===== config.mk =====
export PLATFORM = sky130hd
export DESIGN_NAME = countdown_timer
export DESIGN_NICKNAME = d
export VERILOG_FILES = /design/src/rtl/countdown_timer.sv
export SDC_FILE = /design/constraint.sdc
export NUM_CORES = 1
export LEC_CHECK = 0
export ABC_CLOCK_PERIOD_IN_PS = 2110
export CAP_MARGIN = 10
export CORE_ASPECT_RATIO = 1.75
export CORE_MARGIN = 1.5
export CORE_UTILIZATION = 25
export DETAILED_ROUTE_END_ITERATION = 6
export SLEW_MARGIN = 20
export SYNTH_ARGS = -nofsm -noshare
export SYNTH_HDL_FRONTEND = slang
export SYNTH_SLANG_ARGS = --single-unit

===== constraint.sdc =====
create_clock -name clk -period 2.11 [get_ports clk]
set_input_delay 0.422 -clock clk [delete_from_list [all_inputs] [get_ports clk]]
set_output_delay 0.422 -clock clk [all_outputs]
set_load 0.1 [all_outputs]

===== src/rtl/countdown_timer.sv =====
// Loadable down-counter with one-cycle expiry pulse; pause freezes, abort cancels.
// Define COUNTDOWN_AUTORELOAD_EN for periodic mode (reload on exhaustion).
module countdown_timer #(
  parameter int WIDTH = 6
) (
  input  logic             clk,
  input  logic             rst,
  input  logic             load_valid,
  output logic             load_ready,
  input  logic [WIDTH-1:0] load_value,
  input  logic             start,
  input  logic             pause,
  input  logic             abort,
  output logic [WIDTH-1:0] count,
  output logic             busy,
  output logic             expire
);

  typedef enum logic [1:0] {IDLE, ARMED, RUN, HOLD} state_t;

  state_t           state, state_nx;
  logic [WIDTH-1:0] reload, reload_nx, count_nx;
  logic             expire_nx;

  assign busy       = (state == RUN) || (state == HOLD);
  assign load_ready = (state == IDLE) || (state == ARMED);

  always_ff @(posedge clk or posedge rst) begin
    if (rst) begin
      state  <= IDLE;
      count  <= '0;
      reload <= '0;
      expire <= 1'b0;
    end else begin
      state  <= state_nx;
      count  <= count_nx;
      reload <= reload_nx;
      expire <= expire_nx;
    end
  end

  always_comb begin
    state_nx  = state;
    count_nx  = count;
    reload_nx = reload;
    expire_nx = 1'b0;
    if (abort) begin
      state_nx = IDLE;
      count_nx = '0;
    end else if (load_valid && load_ready) begin
      reload_nx = load_value;
      count_nx  = load_value;
      state_nx  = ARMED;
    end else if (state == ARMED) begin
      if (start) state_nx = RUN;
    end else if (busy) begin
      if (pause) begin
        state_nx = HOLD;
      end else if (count > WIDTH'(1)) begin
        count_nx = count - WIDTH'(1);
        state_nx = RUN;
      end else begin
        // count is 1 or a loaded 0: budget spent
        expire_nx = 1'b1;
`ifdef COUNTDOWN_AUTORELOAD_EN
        if (reload != '0) begin
          count_nx = reload;
          state_nx = RUN;
        end else begin
          count_nx = '0;
          state_nx = IDLE;
        end
`else
        count_nx = '0;
        state_nx = IDLE;
`endif
      end
    end
  end

endmodule


After elaboration in Yosys (flattened, before gate mapping)
Index checks and enable logic that the tools add are counted. Widths: inputs -> output; s select.

Logic and storage cells: 38. Input port bits: 12. Register bits: 9. ROM bits: 0. Bits in latches: 0. Memories kept: 0. Memory bits (writable): 0. Output and inout bits: 9.

Order comparisons: 1. Divide/modulo/power cells: 0. Bitwise gates (word level): 0. Reduce and logical (&&, ||, !) cells: 8. Eq/ne operators: 6. Shift operators: 0. $mul: 0. Add/sub/neg operators: 1. Multiplexer cells: 19.

Operators with widths (number): $mux 6 (6); $mux 2 (7); $gt 6x1->1 const B (1); $mux 1 (6); $sub 6x1->6 const B (1); $eq 2x2->1 const B (2); $ne 4x4->1 const B (1); $reduce_bool 4->1 (1); $ne 3x1->1 const B (1); $ne 3x3->1 const B (1); $reduce_and 3->1 (1); $reduce_bool 3->1 (1); $eq 2x1->1 const B (1); $logic_not 2->1 (1); $logic_or 1x1->1 (2); $reduce_and 2->1 (1); $logic_and 1x1->1 (1).

Depth between registers and ports, before layout
Word-level depth: 7. Gate-level depth with buffers: 6. Depth with buffers taken out: 6.

Worst setup path after synthesis
Ideal clock, no wire load.

Path kind: register -> register. Start: reg count[0]. End: reg count[5]. Setup slack: 20 ps. Cell stages (with the launch flop): 7. Required time: 2027 ps. Library setup time: 83 ps. Period minus slack after synthesis: 2090 ps. Buffers on the path: 0. Arrival time: 2006 ps. Cells stage by stage: dfrtp_1 -> inv_1 -> ha_1 -> nor2_1 -> nor3_2 -> or3_1 -> o22ai_1.

Longest elaborated chain between the ends: 7. Elaborated cells between the ends (all ways): 8. Classes of those cells: 1 x add/sub; 1 x order compare; 6 x mux.

Ends and longest elaborated chain: start, declared (line 14) `output logic [WIDTH-1:0] count,`; start signal, assigned (line 36) `count <= count_nx;`; $sub 6x1->6 or $gt 6x1->1 (tied branches) (line 60, 59); $mux 6 (*) (line 59) `end else if (count > WIDTH'(1)) begin`; $mux 6 (*) (line 57) `if (pause) begin`; $mux 6 (*) (line 56) `end else if (busy) begin`; $mux 6 (*) (line 54) `end else if (state == ARMED) begin`; $mux 6 (*) (line 50) `end else if (load_valid && load_ready) begin`; $mux 6 (*) (line 47) `if (abort) begin`.

Every way passes the cells marked *; elsewhere a longest branch is shown, timed or not. The select of a mux whose other input is x is not followed. A chain may end at the register's enable or synchronous reset.

Final worst setup path
Start: reg count[2]. End: reg count[2].

The elaborated chain is that of the path after synthesis.

==> impl_summary.txt <==
----------------------------------------------------
[Finish]
  Syn-to-layout area delta ... 45.9%
  Share of post-route cells with drive strength above 1 ... 24.7%
  Sequential cell area in the final layout ... 225 um^2
  Nets@finish ... 100
  Antenna diode count ... 0
  Multi-input gate area ... 307 um^2
  Number of fill cells ... 218
  Utilization after layout ... 39.2%

[Clock network]
  Post-cts sizing count ... 0
  Worst-case clock buffer depth ... 2
  Clock-pin slew of the registers on the worst-case setup and hold paths ... 0.06 ns
  Depth of the CTS H-tree ... 1
  Setup bufs post-CTS ... 0
  Clock Tree Root ... clkbuf_4
  Hold buffers post-CTS ... 0
  Number of sinks on the clock net ... 9
  TritonCTS Buffers ... 3
  TritonCTS clock tree ... done
  Clk_lat worst skew ... 0.27 ns

[Timing]
  Final number of max-transition violations ... 0
  Slew of the pin with the lowest slew margin ... 0.363 ns
  Maximum clock skew at final layout ... 0.00229 ns
  Maximum frequency from static timing analysis ... 617 MHz
  Worst setup slack after layout ... 0.490 ns
  Fin crit share ... 76.8%
  Setup repair after global routing missed its margin ... no
  Final critical delay including setup and external delays ... 1.62 ns
  Final hold slack ... 0.417 ns
  Final setup vio count ... 0
  Aggregate negative setup slack ... 0 ns
  Max-slew headroom ... 75.8%
  Fin. Hold Viols ... 0

[Setup path]
  Worst setup path category ... register to register
  Kind of cell adding the most delay to the critical path ... simple AND/OR/NAND/NOR gates
  Data arrival time of the critical path ... 1.77 ns
  Critical-path cell list ... or3_4 > nor3_2 > o31ai_1 > a22o_1
  Startpoint type of the worst setup path ... register
  Critical Path Sink Type ... register
  Critical path peak fanout ... 6
  R2r startpoint ... count[2]
  Worst reg-to-reg path cell count ... 4
  Data required time at the worst endpoint ... 2.26 ns
  Crit path buffers/inverters ... 0
  Worst reg2reg endpoint ... count[2]
  Register-to-register path setup slack ... 0.49 ns
  Crit path max-delay cell type ... dfrtp_1
  Largest stage delay, worst path ... 0.44 ns

[Logic synthesis]
  Ys Warns ... 0
  Number of instances in the synthesized netlist ... 61
  Count of cell types in the netlist ... 27
  Portion of the post-synthesis area used by sequential elements ... 39.6%
  Post-synthesis net count ... 75
  Netlist area before placement ... 569 um^2
  Mean post-synth cell area ... 9.33 um^2
  Yosys reg bits ... 9

[Worst hold path]
  Type of the most critical hold path ... input pin to async pin

[Routing]
  Mean number of vias per cell ... 5.07
  Vias post-DR ... 553
  DRC Markers ... 0
  Antenna viol nets, final ... 0
  Wire length reported by the detailed router ... 1420 um
  First-pass iteration count of the detailed router ... 4
  1st-iter DRT viols ... 10
  DR WL/cell ... 13.0 um

[Global route]
  First-pass GRT wire length ... 2390 um
  Total overflow reported by the global router ... 0
  Number of antenna violations at the first check in global routing ... 0
  Largest net degree at the start of global routing ... 10
  Via count of the first global-routing pass ... 582
  Overall fraction of global-route tracks in use ... 13.5%

[Die]
  Floorplan die area ... 2580 um^2
  Die Wd ... 39.1 um
  IO Count ... 21
  Placement Rows ... 22
  Effective utilization at floorplan ... 26.9%
  Chip height ... 66.1 um
  Floorplan core area ... 2120 um^2

[Pwr]
  Total power after layout ... 580 uW
  Pleak ... 0.365 nW
  Worst VDD drop ... 0.000334 V
  Power per cell area ... 698 nW/um^2

[Placed design]
  I/O Buffers ... 20
  Post-place setup slack ... 0.277 ns
  Detailed placer's ending HPWL ... 1140 um
  Final GP Congestion ... 0.768

[Status]
  Outcome ... complete, no violations

[Flow run]
  Max-cap violation count ... 0

----------------------------------------------------
## through the flow
stage                     cells  cell area [um^2]
after floorplan              61               569
after global placement      105               805
after detailed placement    105               805
after CTS                   109               831
after global routing        109               831
final                       109               831
## final cells by class
class                   count  area share, %
repair buffers             24           26.5
well taps                  24           3.61
clock buffers               4           3.16
multi-input cells          42           36.9
inverters                   6           2.71
flip-flops and latches      9           27.1
## worst max-delay path by stage
stage,startpoint,endpoint,slack [ns],cells past startpoint
final,count[2],count[2],0.49,4
after global routing,count[2],count[2],0.42,4
after CTS,count[2],count[2],0.50,4
after detailed placement,load_valid,count[2],0.28,6
after global placement,load_valid,count[2],0.30,6
after floorplan,count[0],count[5],0.02,6
## metal layers
layer,global-route usage (%),share of wire (%)
met5,0,0
met4,12.1,3.7
met3,2.02,5.4
met2,22.5,53
met1,13.4,38
## cell usage after synthesis
master    n  share of area, %
nor2_1    3               2.0
o31ai_1   2               2.6
clkbuf_1  2               1.3
buf_1     2               1.3
a22o_1    2               3.1
a221oi_1  1               1.5
nand2_1   2               1.3
a211oi_1  1               1.3
a22oi_1   3               4.0
nor3b_1   1               1.3
xor2_1    2               3.1
a221oi_2  1               2.6
xnor2_1   2               3.1
o22ai_1   1               1.1
nand3b_1  1               1.3
a21oi_1   3               2.6
nand3_1   3               2.6
nor3_1    4               3.5
or3_4     2               4.0
nor3_2    1               1.8
dfrtp_1   9                40
nor4_2    1               2.2
ha_1      2               4.4
nor2b_1   2               2.2
nand2b_1  1               1.1
or3_1     1               1.1
inv_1     6               4.0
## state kept, by name (all words and copies together) (netlist names)
name and count:
count 6, expire 1, state 2
## cells by family (layout without fill, tap and decap cells)
group | after synthesis | count (layout) | share of synthesized area [%]
fa+ha+maj | 2 | 2 | 4.39
xor+xnor | 4 | 4 | 6.15
compound gates | 14 | 14 | 18.9
flops | 9 | 9 | 39.6
buf+inv | 10 | 34 | 6.59
simple gates | 22 | 22 | 24.4
## cell usage in the layout (no fill, tap or decap), drive strengths merged
master,netlist,routed
ha,2,2
a21oi,3,3
nor3b,1,1
inv,6,6
xnor2,2,2
nor2b,2,2
nand3b,1,1
buf,2,13
o22ai,1,1
dfrtp,9,9
a221oi,2,2
a211oi,1,1
clkdlybuf4s50,0,11
xor2,2,2
a22oi,3,3
nor4,1,1
nor3,5,5
nand3,3,3
a22o,2,2
nor2,3,3
nand2b,1,1
o31ai,2,2
clkbuf,2,4
nand2,2,2
or3,3,3
## where the power goes
part           internal, mW  switching, mW
Clock                0.0730         0.0626
Sequential            0.185         0.0166
Combinational        0.0883          0.155
(Power assumes the default switching activity.)
